[src/rtl/lsu_mem_pkg.sv]
// Shared types and helpers for the LSU memory responder.
package lsu_mem_pkg;

  typedef enum logic [1:0] {
    IDLE = 2'd0,
    WAIT = 2'd1,
    RESP = 2'd2
  } chan_state_e;

  localparam int unsigned DEFAULT_NUM_WORDS = 32;
  localparam int unsigned DEFAULT_WORD_SIZE = 32;

  // Word index from a byte address; byte offset dropped, upper bits wrap.
  function automatic logic [31:0] word_idx(input logic [31:0] addr,
                                           input int unsigned num_words);
    return (addr >> 2) & (num_words - 1);
  endfunction

endpackage

[src/rtl/lsu_resp_channel.sv]
// One request channel: accepts a request, waits LATENCY cycles
// (stretched by stall_i), then pulses fire_o for one cycle.
module lsu_resp_channel
  import lsu_mem_pkg::*;
#(
  parameter int unsigned LATENCY = 1
) (
  input  logic clk_i,
  input  logic rst_i,
  input  logic valid_i,
  output logic ready_o,
  input  logic stall_i,
  output logic fire_o
);

  localparam int unsigned CNT_W = $clog2(LATENCY) + 1;

  chan_state_e      state_q, state_d;
  logic [CNT_W-1:0] cnt_q,   cnt_d;

  always_comb begin
    state_d = state_q;
    cnt_d   = cnt_q;
    ready_o = (state_q == IDLE);
    fire_o  = (state_q == RESP);
    unique case (state_q)
      IDLE: begin
        if (valid_i) begin
          cnt_d   = CNT_W'(LATENCY - 1);
          // The WAIT cycles plus the RESP cycle together span LATENCY cycles,
          // so a single-cycle latency goes straight to RESP.
          state_d = (LATENCY == 1) ? RESP : WAIT;
        end
      end
      WAIT: begin
        if (!stall_i) begin
          cnt_d = cnt_q - CNT_W'(1);
          if (cnt_q == CNT_W'(1)) state_d = RESP;
        end
      end
      RESP:    state_d = IDLE;
      default: state_d = IDLE;
    endcase
  end

  always_ff @(posedge clk_i or posedge rst_i) begin
    if (rst_i) begin
      state_q <= IDLE;
      cnt_q   <= '0;
    end else begin
      state_q <= state_d;
      cnt_q   <= cnt_d;
    end
  end

endmodule

[src/rtl/lsu_mem_responder.sv]
// Memory-side responder for the LSU shim: one load and one store channel
// backed by a small word-addressed memory, with store-to-load forwarding.
module lsu_mem_responder
  import lsu_mem_pkg::*;
#(
  parameter int unsigned NUM_WORDS     = DEFAULT_NUM_WORDS,
  parameter int unsigned WORD_SIZE     = DEFAULT_WORD_SIZE,
  parameter int unsigned LOAD_LATENCY  = 2,
  parameter int unsigned STORE_LATENCY = 1
) (
  input  logic                          clk_i,
  input  logic                          rst_i,
  input  logic                          load_req_valid_i,
  output logic                          load_req_ready_o,
  input  logic [31:0]                   load_req_addr_i,
  input  logic                          store_req_valid_i,
  output logic                          store_req_ready_o,
  input  logic [31:0]                   store_req_addr_i,
  input  logic [WORD_SIZE-1:0]          store_req_data_i,
  input  logic [WORD_SIZE/8-1:0]        store_req_be_i,
  input  logic                          stall_i,
  output logic                          load_mem_resp_o,
  output logic [WORD_SIZE-1:0]          load_rdata_o,
  output logic                          store_mem_resp_o,
  output logic [NUM_WORDS*WORD_SIZE-1:0] mem_o
);

  localparam int unsigned IDX_W = $clog2(NUM_WORDS);
  localparam int unsigned BE_W  = WORD_SIZE / 8;

  logic load_accept, store_accept;
  logic load_fire,   store_fire;

  logic [IDX_W-1:0]     ld_idx_q,  ld_idx_d;
  logic [IDX_W-1:0]     st_idx_q,  st_idx_d;
  logic [WORD_SIZE-1:0] st_data_q, st_data_d;
  logic [BE_W-1:0]      st_be_q,   st_be_d;
  logic [WORD_SIZE-1:0] mem_q [NUM_WORDS];
  logic [WORD_SIZE-1:0] mem_d [NUM_WORDS];
  logic [WORD_SIZE-1:0] st_word;

  function automatic logic [WORD_SIZE-1:0] merge_bytes(
      input logic [WORD_SIZE-1:0] old_w,
      input logic [WORD_SIZE-1:0] new_w,
      input logic [BE_W-1:0]      be);
    logic [WORD_SIZE-1:0] res;
    res = old_w;
    for (int unsigned b = 0; b < BE_W; b++) begin
      if (be[b]) res[b*8 +: 8] = new_w[b*8 +: 8];
    end
    return res;
  endfunction

  lsu_resp_channel #(.LATENCY(LOAD_LATENCY)) u_load_chan (
    .clk_i   (clk_i),
    .rst_i   (rst_i),
    .valid_i (load_req_valid_i),
    .ready_o (load_req_ready_o),
    .stall_i (stall_i),
    .fire_o  (load_fire)
  );

  lsu_resp_channel #(.LATENCY(STORE_LATENCY)) u_store_chan (
    .clk_i   (clk_i),
    .rst_i   (rst_i),
    .valid_i (store_req_valid_i),
    .ready_o (store_req_ready_o),
    .stall_i (stall_i),
    .fire_o  (store_fire)
  );

  assign load_accept  = load_req_valid_i  && load_req_ready_o;
  assign store_accept = store_req_valid_i && store_req_ready_o;

  always_comb begin
    ld_idx_d  = ld_idx_q;
    st_idx_d  = st_idx_q;
    st_data_d = st_data_q;
    st_be_d   = st_be_q;
    if (load_accept) ld_idx_d = IDX_W'(word_idx(load_req_addr_i, NUM_WORDS));
    if (store_accept) begin
      st_idx_d  = IDX_W'(word_idx(store_req_addr_i, NUM_WORDS));
      st_data_d = store_req_data_i;
      st_be_d   = store_req_be_i;
    end
  end

  assign st_word = merge_bytes(mem_q[st_idx_q], st_data_q, st_be_q);

  always_comb begin
    mem_d = mem_q;
    if (store_fire) mem_d[st_idx_q] = st_word;
  end

  // A load completing alongside a store to the same word sees the merged data.
  always_comb begin
    load_rdata_o = '0;
    if (load_fire) begin
      load_rdata_o = (store_fire && (st_idx_q == ld_idx_q)) ? st_word
                                                            : mem_q[ld_idx_q];
    end
  end

  assign load_mem_resp_o  = load_fire;
  assign store_mem_resp_o = store_fire;

  always_comb begin
    mem_o = '0;
    for (int unsigned i = 0; i < NUM_WORDS; i++) begin
      mem_o[i*WORD_SIZE +: WORD_SIZE] = mem_q[i];
    end
  end

  always_ff @(posedge clk_i or posedge rst_i) begin
    if (rst_i) begin
      ld_idx_q  <= '0;
      st_idx_q  <= '0;
      st_data_q <= '0;
      st_be_q   <= '0;
      for (int unsigned i = 0; i < NUM_WORDS; i++) mem_q[i] <= '0;
    end else begin
      ld_idx_q  <= ld_idx_d;
      st_idx_q  <= st_idx_d;
      st_data_q <= st_data_d;
      st_be_q   <= st_be_d;
      mem_q     <= mem_d;
    end
  end

endmodule

[config.mk]
export PLATFORM = sky130hd
export DESIGN_NAME = lsu_mem_responder
export DESIGN_NICKNAME = d
export VERILOG_FILES = /design/src/rtl/lsu_mem_pkg.sv /design/src/rtl/lsu_resp_channel.sv /design/src/rtl/lsu_mem_responder.sv
export SDC_FILE = /design/constraint.sdc
export NUM_CORES = 2
export LEC_CHECK = 0
export BUFFER_PORTS_ARGS = -buffer_cell sky130_fd_sc_hd__buf_2
export CAP_MARGIN = 25
export CORE_AREA = 2 2 451 453
export DETAILED_ROUTE_END_ITERATION = 8
export DIE_AREA = 0 0 453 455
export SETUP_SLACK_MARGIN = 0.2
export SKIP_CTS_REPAIR_TIMING = 1
export SLEW_MARGIN = 15
export SYNTH_ARGS = -nofsm -noshare
export SYNTH_HDL_FRONTEND = slang
export SYNTH_SLANG_ARGS = --single-unit
[constraint.sdc]
create_clock -name clk_i -period 41.2 [get_ports clk_i]
set_clock_uncertainty 0.1 [all_clocks]
set_input_delay 6.18 -clock clk_i [delete_from_list [all_inputs] [get_ports clk_i]]
set_output_delay 6.18 -clock clk_i [all_outputs]
set_load 0.01 [all_outputs]
==> reports/results.tsv <==
stage	metric	value	unit
logic_synthesis	Seq/Total Area, Yosys	48.54	%
sta	Max Clk Rate	81.85	MHz
clock_network	CTS buffer count	132	
pwr	sequential share of power	33.6	%
clock_network	CTS HTree Levels	4	
placement	PortBufs	1110	
finish	post-layout util	34.05	%
sta	final setup margin	28.98	ns
logic_synthesis	Syn Std Cell Area	55420	µm²
global_routing	number of global-route vias before repair	48372	
sta	Slew Limit Fails	0	
logic_synthesis	Synth Flop Type	dfrtp_1	
logic_synthesis	Avg Cell Area, Syn	11.21	µm²
pwr	switch share	46.04	%
setup_path	reg2reg setup slack	35.79	ns
hold_path	Hold Path Class	reg -> reg	
logic_synthesis	number of library cell types mapped by synthesis	78	
global_routing	Global Route Usage Sum	33.71	%
finish	Area Growth Syn to Fin	23.65	%
global_routing	first-pass GRT wire length	465300	µm
sta	final hold slack	0.4031	ns
route	DRT iter0 DRCs	7462	
logic_synthesis	warnings from Yosys	0	
clock_network	Worst-Skew Late Latency	0.83	ns
route	Detail Route Antenna Nets	0	
placement	pre-CTS setup slack	29.95	ns
route	vias post-DR	51288	
setup_path	Setup crit end kind	output port	
pwr	switching power	0.002635	W
setup_path	WS Path Type	reg -> out	
die	Core Area	201300	µm²
clock_network	clk slew on worst S/H paths	0.06	ns
sta	RSZ-0062 raised after global routing	no	
clock_network	CTS tree	yes	
run_status	status	finished, final reports clean	
logic_synthesis	flops & latches, synth	1075	
pwr	Pleak	32.50	nW
sta	Setup TNS Final	0	ns
die	Row Count	165	
flow_run	max_cap viols	0	
setup_path	Arrival @ worst endpoint	5.94	ns
clock_network	clk root buf	clkbuf_16	
die	DIE AREA	206100	µm²
route	DRT Pass-1 Iters	8	
clock_network	clock sinks	1075	
global_routing	grt ovf	0	
sta	final period demand of the worst path	12.22	ns
pwr	cell area power density	83.53	nW/µm²
route	DR WL/cell	41.35	µm
setup_path	peak fanout along the critical path	38	
die	io pins	1165	
pwr	Clock Power Share	21.7	%
logic_synthesis	asr flop ratio synth	100.0	%
placement	Detail Placement HPWL	255200	µm
die	die height	455	µm
sta	Final period util	29.66	%
pwr	Worst VDD drop	0.04179	mV
sta	Slew @ Worst Pin	1.205	ns
setup_path	Critical Path RT	34.92	ns
logic_synthesis	number of flops mapped to enable cells by yosys	0	
global_routing	pin count of the biggest net entering global routing	156	
setup_path	reg2reg start	st_idx_q[1]$_DFFE_PP0P_	
setup_path	cell depth of the worst flop-to-flop path	9	
pwr	Internal	0.003089	W
route	Post-route DRC	0	
sta	Final Setup Violations	0	
logic_synthesis	syn_nets	5048	
sta	slew margin rel.	19.69	%
die	Chip Width	453	µm
sta	final hold viol count	0	
setup_path	Reg-to-Reg End	mem_o[18]$_DFFE_PP0P_	
finish	ratio of cells with drive above 1 in the final layout	37.05	%
hold_path	Hold Crit Depth	1	
finish	layout net count	5953	
setup_path	crit path launch type	register	
placement	GP Congestion	0.9519	
clock_network	Max Buffers Root-to-Sink	3	
hold_path	Worst Hold Launch	st_data_q[21]$_DFFE_PP0P_	
pwr	Comb pwr share	44.7	%
die	Starting Density	27.53	%
route	total wire length	357200	µm
global_routing	initial antenna violation count	39	
route	vias per cell	5.938	
logic_synthesis	Synth Instances	4942	
hold_path	Min-Delay Endpoint	st_data_q[21]$_DFFE_PP0P_	
## worst max path at each step
| stage | start | endpoint | slack, ns | cells after the start |
|---|---|---|---|---|
| after global routing | st_idx_q[1]$_DFFE_PP0P_ | load_rdata_o[11] | 28.78 | 10 |
| final | st_idx_q[1]$_DFFE_PP0P_ | load_rdata_o[11] | 28.98 | 10 |
| after floorplan | rst_i | ld_idx_q[0]$_DFFE_PP0P_ | 4.66 | 1 |
| after global placement | st_idx_q[1]$_DFFE_PP0P_ | load_rdata_o[11] | 29.99 | 10 |
| after CTS | st_idx_q[1]$_DFFE_PP0P_ | load_rdata_o[11] | 29.03 | 10 |
| after detailed placement | st_idx_q[1]$_DFFE_PP0P_ | load_rdata_o[11] | 29.95 | 10 |
## sequential cells by signal, summed over array words and instances, names as in the netlist
register / count
st_idx_q: 5
mem_o: 1024
st_be_q: 4
u_load_chan.state_q: 2
u_load_chan.cnt_q: 2
u_store_chan.state_q: 1
st_data_q: 32
ld_idx_q: 5
## cells in the mapped netlist (20+ instances only)
master,n,area [µm²]
mux2_2,172,1937
nand3_1,58,290.3
buf_6,25,281.5
a211oi_1,33,247.7
buf_4,23,172.7
nor2b_1,21,131.4
dfrtp_1,1075,26900
a22oi_1,111,833.3
buf_2,94,470.5
buf_1,21,78.83
a21oi_1,45,225.2
inv_1,20,75.07
nor2_1,49,183.9
o21ai_0,900,4504
clkbuf_1,331,1242
o21ai_1,23,115.1
mux4_2,416,9369
o22ai_1,78,488.0
nand2_1,1008,3784
mux2i_1,247,2472
## logic make-up (layout without fill, tap and decap cells)
group	count (synthesis)	after routing	share of synthesized area [%]
other	0	16	0
and+or+nand+nor	1224	1224	9.066
xor gates and xnor gates	5	5	0.07903
buffers and inverters	528	1535	4.474
DFF	1075	1075	48.54
AOI/OAI and AO/OA	1271	1271	12.85
muxes	838	838	24.97
adders and majority gates	1	1	0.02257
## cell usage in the layout (no fill, tap or decap), types with 19 or more instances in the layout
master | synthesis | final
a22oi_1 | 111 | 111
a211oi_1 | 33 | 33
a21oi_1 | 45 | 44
nand2_1 | 1008 | 975
buf_4 | 23 | 151
mux2i_1 | 247 | 247
o22ai_1 | 78 | 69
nor2_1 | 49 | 40
mux2_2 | 172 | 172
clkbuf_1 | 331 | 21
o21ai_0 | 900 | 894
clkinv_2 | 0 | 22
clkbuf_16 | 0 | 136
clkbuf_8 | 0 | 22
nand3_1 | 58 | 58
nand2_4 | 0 | 32
mux4_2 | 416 | 416
buf_2 | 94 | 1110
dfrtp_1 | 1075 | 1065
inv_1 | 20 | 19
o21ai_1 | 23 | 22
## per-stage QoR
step	cells	cell area, µm²	total power [W]
after floorplan	4942	55420	0.003042
after global routing	8624	68500	0.005888
after CTS	8616	68360	0.005662
after detailed placement	8380	63870	0.004416
final	8637	68530	0.005724
after global placement	8373	63710	0.004371
## critical path: stages (launching register included)
cell      delay [ns]
dfrtp_4         0.81
buf_4           0.62
buf_4           0.68
buf_4           0.70
mux2i_1         0.26
o21ai_0         0.09
nor3_1          0.25
a31o_1          0.63
o31a_1          0.52
a211oi_1        0.24
buf_2           0.20
## power by group through the flow
stage / sequential (W) / combinational (W) / clock, W
after global routing: 0.00195 / 0.00265 / 0.00129
after CTS: 0.00189 / 0.00252 / 0.00125
after detailed placement: 0.00191 / 0.00251 / 0
final: 0.00192 / 0.00256 / 0.00124
after global placement: 0.00188 / 0.00249 / 0
after floorplan: 0.00187 / 0.00117 / 0
## metal layers
layer	vias to the layer above	part of all wire [%]	track usage [%]
li1	19932	-	-
met1	26131	36	40.93
met2	4180	44	49.97
met3	1027	12	12.46
met4	18	8.2	22.51
met5	-	0.033	0
## area by class of cell
type / instances / area (µm²)
Clock inverter: 57 / 705.7
Sequential cell: 1075 / 26930
Antenna cell: 16 / 40.04
Tap cell: 2672 / 3343
Clock buffer: 179 / 3785
Inverter: 21 / 86.33
Fill cell: 20204 / 132800
Multi-Input combinational cell: 3339 / 26570
Timing Repair Buffer: 1278 / 7072
No activity file was read; power rests on OpenSTA's default activity.
